[config.mk]
export PLATFORM = sky130hd
export DESIGN_NAME = fifo_pkt_reader
export DESIGN_NICKNAME = d
export VERILOG_FILES = /design/src/rtl/fifo_pkg.sv /design/src/rtl/pkt_skid_buf2.sv /design/src/rtl/fifo_pkt_reader.sv
export SDC_FILE = /design/constraint.sdc
export NUM_CORES = 1
export LEC_CHECK = 0
export ABC_AREA = 1
export CORE_MARGIN = 10
export CORE_UTILIZATION = 45
export DETAILED_ROUTE_END_ITERATION = 10
export GPL_TIMING_DRIVEN = 0
export PLACE_DENSITY = 0.8
export SETUP_SLACK_MARGIN = 0.5
export SLEW_MARGIN = 20
export SYNTH_ARGS = -nofsm -noshare
export SYNTH_HDL_FRONTEND = slang
export SYNTH_SLANG_ARGS = --single-unit
[constraint.sdc]
create_clock -name clk -period 3.6 [get_ports clk]
set_clock_uncertainty 0.1 [all_clocks]
set_input_delay 0.72 -clock clk [delete_from_list [all_inputs] [get_ports clk]]
set_output_delay 0.72 -clock clk [all_outputs]
set_load 0.02 [all_outputs]
[src/rtl/fifo_pkg.sv]
// Shared types for the FIFO read-side packet parser: parser states, read latency
// and the canonical {data, last} buffer entry at the default byte width.
package fifo_pkg;

    localparam int FIFO_RD_LATENCY = 1;
    localparam int PKT_DATA_WIDTH  = 8;

    typedef enum logic {
        HDR     = 1'b0,
        PAYLOAD = 1'b1
    } parse_state_t;

    typedef struct packed {
        logic [PKT_DATA_WIDTH-1:0] data;
        logic                      last;
    } pkt_entry_t;

endpackage

[src/rtl/pkt_skid_buf2.sv]
// Two-entry circular buffer of {data, last} words with independent push/pop.
// The head entry is presented directly from storage, so it holds while not popped.
module pkt_skid_buf2 #(
    parameter int WIDTH = 9
) (
    input  logic             clk,
    input  logic             reset_n,
    input  logic             i_push,
    input  logic [WIDTH-1:0] i_push_data,
    input  logic             i_pop,
    output logic [WIDTH-1:0] o_head,
    output logic [1:0]       o_occ
);

    logic [WIDTH-1:0] r_mem [2];
    logic             r_head_ptr;
    logic             r_tail_ptr;
    logic [1:0]       r_occ;
    logic             w_push_ok;
    logic             w_pop_ok;

    // Qualify requests: a pop frees a slot for a same-cycle push when full
    always_comb begin
        w_pop_ok  = i_pop && (r_occ != 2'd0);
        w_push_ok = i_push && ((r_occ != 2'd2) || w_pop_ok);
    end

    // Storage, pointers and occupancy
    always_ff @(posedge clk or negedge reset_n) begin
        if (!reset_n) begin
            r_mem[0]   <= {WIDTH{1'b0}};
            r_mem[1]   <= {WIDTH{1'b0}};
            r_head_ptr <= 1'b0;
            r_tail_ptr <= 1'b0;
            r_occ      <= 2'd0;
        end else begin
            if (w_push_ok) begin
                r_mem[r_tail_ptr] <= i_push_data;
                r_tail_ptr        <= ~r_tail_ptr;
            end
            if (w_pop_ok) begin
                r_head_ptr <= ~r_head_ptr;
            end
            case ({w_push_ok, w_pop_ok})
                2'b10:   r_occ <= r_occ + 2'd1;
                2'b01:   r_occ <= r_occ - 2'd1;
                default: r_occ <= r_occ;
            endcase
        end
    end

    assign o_head = r_mem[r_head_ptr];
    assign o_occ  = r_occ;

endmodule

[src/rtl/fifo_pkt_reader.sv]
// Read-side master for the synchronous FIFO: parses length-prefixed packets and
// streams their payload with m_last, sustaining one byte per cycle.
module fifo_pkt_reader
    import fifo_pkg::*;
#(
    parameter int DATA_WIDTH = 8,
    parameter int CNT_WIDTH  = 16
) (
    input  logic                  clk,
    input  logic                  reset_n,
    input  logic                  enable,
    input  logic                  fifo_empty,
    input  logic [DATA_WIDTH-1:0] fifo_data_out,
    output logic                  fifo_rd_en,
    output logic [DATA_WIDTH-1:0] m_data,
    output logic                  m_valid,
    input  logic                  m_ready,
    output logic                  m_last,
    output logic                  pkt_err,
    output logic [CNT_WIDTH-1:0]  pkt_count,
    output logic                  in_packet
);

    parse_state_t          r_state;
    parse_state_t          w_state_next;
    logic [DATA_WIDTH-1:0] r_remaining;
    logic [DATA_WIDTH-1:0] w_remaining_next;
    logic                  r_inflight;
    logic                  r_pkt_err;
    logic [CNT_WIDTH-1:0]  r_pkt_count;
    logic                  w_push;
    logic                  w_push_last;
    logic                  w_hdr_err;
    logic                  w_pop;
    logic [DATA_WIDTH:0]   w_head;
    logic [1:0]            w_occ;
    logic [2:0]            w_credits_used;

    pkt_skid_buf2 #(
        .WIDTH (DATA_WIDTH + 1)
    ) u_buf (
        .clk         (clk),
        .reset_n     (reset_n),
        .i_push      (w_push),
        .i_push_data ({fifo_data_out, w_push_last}),
        .i_pop       (w_pop),
        .o_head      (w_head),
        .o_occ       (w_occ)
    );

    assign m_valid   = (w_occ != 2'd0);
    assign m_data    = w_head[DATA_WIDTH:1];
    assign m_last    = w_head[0];
    assign pkt_err   = r_pkt_err;
    assign pkt_count = r_pkt_count;
    assign in_packet = (r_state == PAYLOAD);

    // Read issue: headers also take a credit, and the m_ready path is deliberate for full rate
    always_comb begin
        w_pop          = m_valid && m_ready;
        w_credits_used = {1'b0, w_occ} + {2'b00, r_inflight} - {2'b00, w_pop};
        fifo_rd_en     = reset_n && enable && !fifo_empty && (w_credits_used < 3'd2);
    end

    // Parser state register
    always_ff @(posedge clk or negedge reset_n) begin
        if (!reset_n) begin
            r_state     <= HDR;
            r_remaining <= {DATA_WIDTH{1'b0}};
        end else begin
            r_state     <= w_state_next;
            r_remaining <= w_remaining_next;
        end
    end

    // Parser next state, advanced only when a read byte arrives
    always_comb begin
        w_state_next     = r_state;
        w_remaining_next = r_remaining;
        if (r_inflight) begin
            case (r_state)
                HDR: begin
                    if (fifo_data_out != {DATA_WIDTH{1'b0}}) begin
                        w_state_next     = PAYLOAD;
                        w_remaining_next = fifo_data_out;
                    end else begin
                        w_state_next     = HDR;
                    end
                end
                PAYLOAD: begin
                    w_remaining_next = r_remaining - DATA_WIDTH'(1);
                    if (r_remaining == DATA_WIDTH'(1)) begin
                        w_state_next = HDR;
                    end else begin
                        w_state_next = PAYLOAD;
                    end
                end
                default: w_state_next = HDR;
            endcase
        end else begin
            w_state_next = r_state;
        end
    end

    // Parser outputs: payload pushes and the zero-length header flag
    always_comb begin
        w_push      = 1'b0;
        w_push_last = 1'b0;
        w_hdr_err   = 1'b0;
        if (r_inflight) begin
            case (r_state)
                HDR:     w_hdr_err = (fifo_data_out == {DATA_WIDTH{1'b0}});
                PAYLOAD: begin
                    w_push      = 1'b1;
                    w_push_last = (r_remaining == DATA_WIDTH'(1));
                end
                default: w_hdr_err = 1'b0;
            endcase
        end else begin
            w_push = 1'b0;
        end
    end

    // In-flight flag, error pulse and completed-packet counter
    always_ff @(posedge clk or negedge reset_n) begin
        if (!reset_n) begin
            r_inflight  <= 1'b0;
            r_pkt_err   <= 1'b0;
            r_pkt_count <= {CNT_WIDTH{1'b0}};
        end else begin
            r_inflight <= fifo_rd_en;
            r_pkt_err  <= w_hdr_err;
            if (w_pop && w_head[0]) begin
                r_pkt_count <= r_pkt_count + CNT_WIDTH'(1);
            end
        end
    end

endmodule

* Word level (Yosys, flattened, before mapping) *
Index checks and enable logic that the tools add are counted.

storage, ports and cells
  output and inout port bits = 29
  register bits after elaboration = 49
  input bits = 13
  logic and storage cells = 63

cells by class
  muxes and demuxes = 18
  reduce and logical (&&, ||, !) cells = 15
  eq/ne operators = 5
  $lt $le $gt $ge = 4
  bitwise logic cells = 5
  add/sub/neg operators = 6

operators by type and width
  kind                   count
  $mux 9                 4
  $bwmux 18              1
  $add 16x1->16 const B  1
  $pmux 8 s2             1
  $demux 9 s1            1
  $eq 8x1->1 const B     1
  $logic_and 1x1->1      8
  $logic_not 8->1        1
  $mux 1                 8
  $mux 8                 1
  $reduce_bool 8->1      1
  $sub 8x1->8 const B    1
  $ge 2x2->1 const B     2
  $ne 2x2->1 const B     2
  $not 1->2              2
  $pmux 2 s2             1
  $reduce_bool 2->1      2
  $add 2x1->3            1
  $lt 3x2->1 const B     1
  $not 1->1              3
  $sub 3x1->3            1
  $add 2x1->2 const B    1
  $eq 2x1->1 const B     1
  $eq 2x2->1 const B     1
  other kinds (6)        6

* Longest topological paths before layout *
  word-level depth = 7
  mapped depth = 8
  gate-level depth less buffers = 8

* Cells and area by module *
From an unflattened synthesis, not the netlist that was laid out.

second synthesis, totals
  cell total of the unflattened synthesis = 372
  area, all modules = 2783.9 µm²

by module, submodules not included
  module           times used  area each (µm²)  seq. area each (µm²)  cells each
  fifo_pkt_reader  1           1705.4           675.6                 240
  pkt_skid_buf2    1           1078.5           550.5                 132

* Worst setup path before layout *
OpenSTA, ideal clock, no wires.

  path kind = in2out
  from = input port m_ready
  to = output port fifo_rd_en
  path buffers = 0
  cell stages on the path = 7
  slack = -77 ps
  data required time = 2780 ps
  data arrival time = 2857 ps
  path through = inv_1 -> a21oi_2 -> ha_1 -> or2_2 -> fa_1 -> nand2_1 -> nor4b_1

on the way
  longest elaborated chain between the ends = 4

ends and longest elaborated chain
  what               RTL line               RTL
  from (decl)        fifo_pkt_reader.sv:17  input logic m_ready,
  $logic_and 1x1->1  fifo_pkt_reader.sv:60  w_pop = m_valid && m_ready;
  $sub 3x1->3        fifo_pkt_reader.sv:61  w_credits_used = {1'b0, w_occ} + {2'b00, r_inflight} - {2'b00, w_pop};
  $lt 3x2->1         fifo_pkt_reader.sv:62  fifo_rd_en = reset_n && enable && !fifo_empty && (w_credits_used < 3'd2);
  $logic_and 1x1->1  fifo_pkt_reader.sv:62
  to (decl)          fifo_pkt_reader.sv:14  output logic fifo_rd_en,

No other way between the ends.

* Worst setup path after layout *
Ends and elaborated chain as after synthesis.

==> flow_summary.yaml <==
global_route:
  vias_in_the_first_global_route: 2252
  grtUsageMet3_pct: 4.258
  grt_usage_pct: 12.68
  antenna_violations_before_repair: 0
  first_pass_grt_wire_length_um: 10310
  grt.met1_usage_pct: 15.22
  grt.busiest_layer: "met2"
  grt_overflow_total: 0
  grt_max_degree: 51
  global_route.usage.met2_pct: 20.96
power:
  switching_power_mw: 0.6718
  power.share.combinational_pct: 41.5
  pwr_density_cell_nw_per_um2: 552.0
  power.share.sequential_pct: 41.0
  share_clk_of_total_power_pct: 17.5
  ir_drop_mv: 0.4279
  power.internal_mw: 1.160
  power_mw: 1.832
  power.leakage_nw: 1.559
  switching_share_pct: 36.67
cells_and_area:
  mostFrequentLayoutCells: "sky130_fd_sc_hd__nand2_1 (101), sky130_fd_sc_hd__dfrtp_1 (48), sky130_fd_sc_hd__clkdlybuf4s50_1 (38), sky130_fd_sc_hd__nor2_1 (36)"
  mostFrequentLayoutCell: "sky130_fd_sc_hd__nand2_1"
  syn_to_final_growth_pct: 24.67
  nets: 402
  finalNonFillerCells: 456
  utilization_pct: 59.19
  diodes: 0
  final_layout_size_suffix_gt1_share_pct: 12.76
synth:
  syn-num-nets: 351
  post_synth.cell_area_avg_um2: 8.020
  synth_cells: 332
  synth_flop_cell: "sky130_fd_sc_hd__dfrtp_1"
  yosysSeqAreaShare_pct: 46.05
  synth-seq-cells: 49
  yosys_warnings: 0
  synthDistinctLibCells: 28
  synth_enable_flop_cells: 0
  post_synth_instance_area_um2: 2663
  ys_async_sr_fraction_pct: 100.0
timing:
  timing.final.hold_violations: 0
  grt_setup_unrepaired: "true"
  finalCritPeriodShare_pct: 90.75
  finalHoldWorstSlack_ns: 0.3278
  timing_max_transition_violations_final: 0
  max_slew_margin_pct: 57.21
  worst_pin_slew_ns: 0.6418
  report.final.setup_viol: 0
  finalWorstPathRequiredPeriod_ns: 3.267
  maxClockFrequency_mhz: 306.1
floorplanning:
  core-area_um2: 5608
  io_pins: 42
  dieWidth_um: 96.92
  die_h_um: 96.92
  die_area_um2: 9393
  start_util_pct: 47.48
  num_rows: 27
clocking:
  cts-buffers-inserted: 5
  clock_sinks: 49
  clock_insertion_delay_worst_skew_ns: 0.30
  htreeDepth: 2
  count_of_hold_buffers_inserted_by_post_cts_repair: 0
  cts_tree: "yes"
  clock_tree.buffer_depth: 2
  clockRootBuffer: "sky130_fd_sc_hd__clkbuf_8"
  cts.clk_slew.worst_paths_ns: 0.09
route:
  drt_drc_violations_left: 0
  detail_route.vias_per_cell: 5.129
  drt_iter0_drc: 71
  wire_length_per_cell_after_detailed_routing_um: 13.33
  antenna_violating_nets_post_route: 0
  detailedRoute.firstPassIterationCount: 4
  drt-total-wl_um: 6080
  via_count: 2339
setup_path:
  timing.critical_path.from_type: "input pin"
  criticalPathCategory: "input pin to output pin"
  cp_max_fo: 2
  ff2ff_path_depth: 7
  required_time_at_the_endpoint_of_the_critical_path_ns: 2.78
  worstPathArrival_ns: 2.45
  timing.critical_path.to_type: "output pin"
run_status:
  run_status: "finished, final reports clean"
place:
  routabilityCongestion: 0.9144
  detailedPlacementHpwl_um: 4491
  io_buffer_count: 41
  dp.cells: 445
worst_hold_path:
  min_path_type: "input pin to async pin"
job:
  max_cap_viol_count: 0
-- cell families (layout without fill, tap and decap cells) --
logic type                 Yosys count  in the layout  synth area share, %
and+or+nand+nor                    174            174                27.44
DFF                                 49             49                46.05
AOI/OAI and AO/OA                   43             43                9.493
buffers and inverters               40             92                6.579
xor gates and xnor gates            12             12                3.947
muxes                                8              8                3.384
adders and majority gates            6              6                3.102
-- routing by layer --
layer	wire, um	vias to the layer above
met2	2847	65
met5	0	-
met1	2801	1097
li1	-	1171
met4	88	0
met3	343	6
-- repair_timing --
item	4_1_cts	5_1_grt
buffers inserted	3	0
gates resized for setup	13	0
pin swaps	2	0
endpoints found under the setup margin	1	1
-- layout make-up --
| type | instances | area (um2) |
|---|---|---|
| buffer | 6 | 45.04 |
| timing repair buffer | 44 | 429.2 |
| fill | 511 | 2288 |
| sequential | 49 | 1227 |
| inverter | 34 | 142.6 |
| clock buffer | 7 | 76.32 |
| tap | 72 | 90.09 |
| multi-input combinational | 243 | 1301 |
| clock inverter | 1 | 7.507 |
-- per-stage QoR --
step	setup TNS (ns)	cell area (um2)	setup WS [ns]
after floorplan	0	2703	0.4336
after detailed placement	-0.8397	3201	-0.8397
final	0	3319	0.3330
after global placement	-1.238	3203	-1.238
after CTS	0	3319	0.3323
after global routing	0	3319	0.2683
-- flip-flops by register name, summed over array words and instances (netlist names), 2 cells and up --
register / count
u_buf.r_mem: 18
pkt_count: 16
r_remaining: 8
u_buf.o_occ: 2
-- final timing paths --
| path | startpoint | to | slack (ns) |
|---|---|---|---|
| setup / recovery | m_ready | fifo_rd_en | 0.33 |
| min in group clk | u_buf.r_mem[13] | u_buf.r_mem[13] | 0.39 |
| setup reg to reg | u_buf.o_occ[0] | r_inflight | 1.51 |
| hold / removal | reset_n | r_inflight | 0.33 |
| hold reg to reg | u_buf.r_mem[13] | u_buf.r_mem[13] | 0.39 |
| max in group asynchronous | reset_n | u_buf.o_occ[1] | 2.62 |
-- synthesized netlist by cell type (3+ instances only) --
library cell / count / share of area, %
sky130_fd_sc_hd__dfrtp_1: 49 / 46
sky130_fd_sc_hd__xnor2_1: 4 / 1.3
sky130_fd_sc_hd__o21ai_0: 29 / 5.5
sky130_fd_sc_hd__nor2_1: 36 / 5.1
sky130_fd_sc_hd__o21ai_2: 9 / 3.0
sky130_fd_sc_hd__nand4_1: 8 / 1.9
sky130_fd_sc_hd__inv_1: 30 / 4.2
sky130_fd_sc_hd__nand2_1: 102 / 14
sky130_fd_sc_hd__xor2_1: 8 / 2.6
sky130_fd_sc_hd__nand3_1: 18 / 3.4
sky130_fd_sc_hd__mux2_2: 8 / 3.4
sky130_fd_sc_hd__inv_2: 3 / 0.42
sky130_fd_sc_hd__nand2_2: 3 / 0.70
sky130_fd_sc_hd__ha_1: 5 / 2.3
-- power groups by stage --
stage | registers, mW | logic, mW | clock network [mW]
after floorplan | 0.749 | 0.499 | 0
after global placement | 0.763 | 0.702 | 0
after detailed placement | 0.768 | 0.718 | 0
after CTS | 0.749 | 0.765 | 0.331
after global routing | 0.767 | 0.842 | 0.360
final | 0.752 | 0.760 | 0.321
-- critical path: stages --
cell and delay (ns):
sky130_fd_sc_hd__buf_6 0.10, sky130_fd_sc_hd__inv_12 0.03, sky130_fd_sc_hd__a21oi_4 0.14, sky130_fd_sc_hd__ha_4 0.22
sky130_fd_sc_hd__or2_4 0.22, sky130_fd_sc_hd__fa_1 0.49, sky130_fd_sc_hd__nand2_2 0.06, sky130_fd_sc_hd__nor4b_4 0.28
sky130_fd_sc_hd__buf_4 0.18
(Power assumes the default switching activity.)
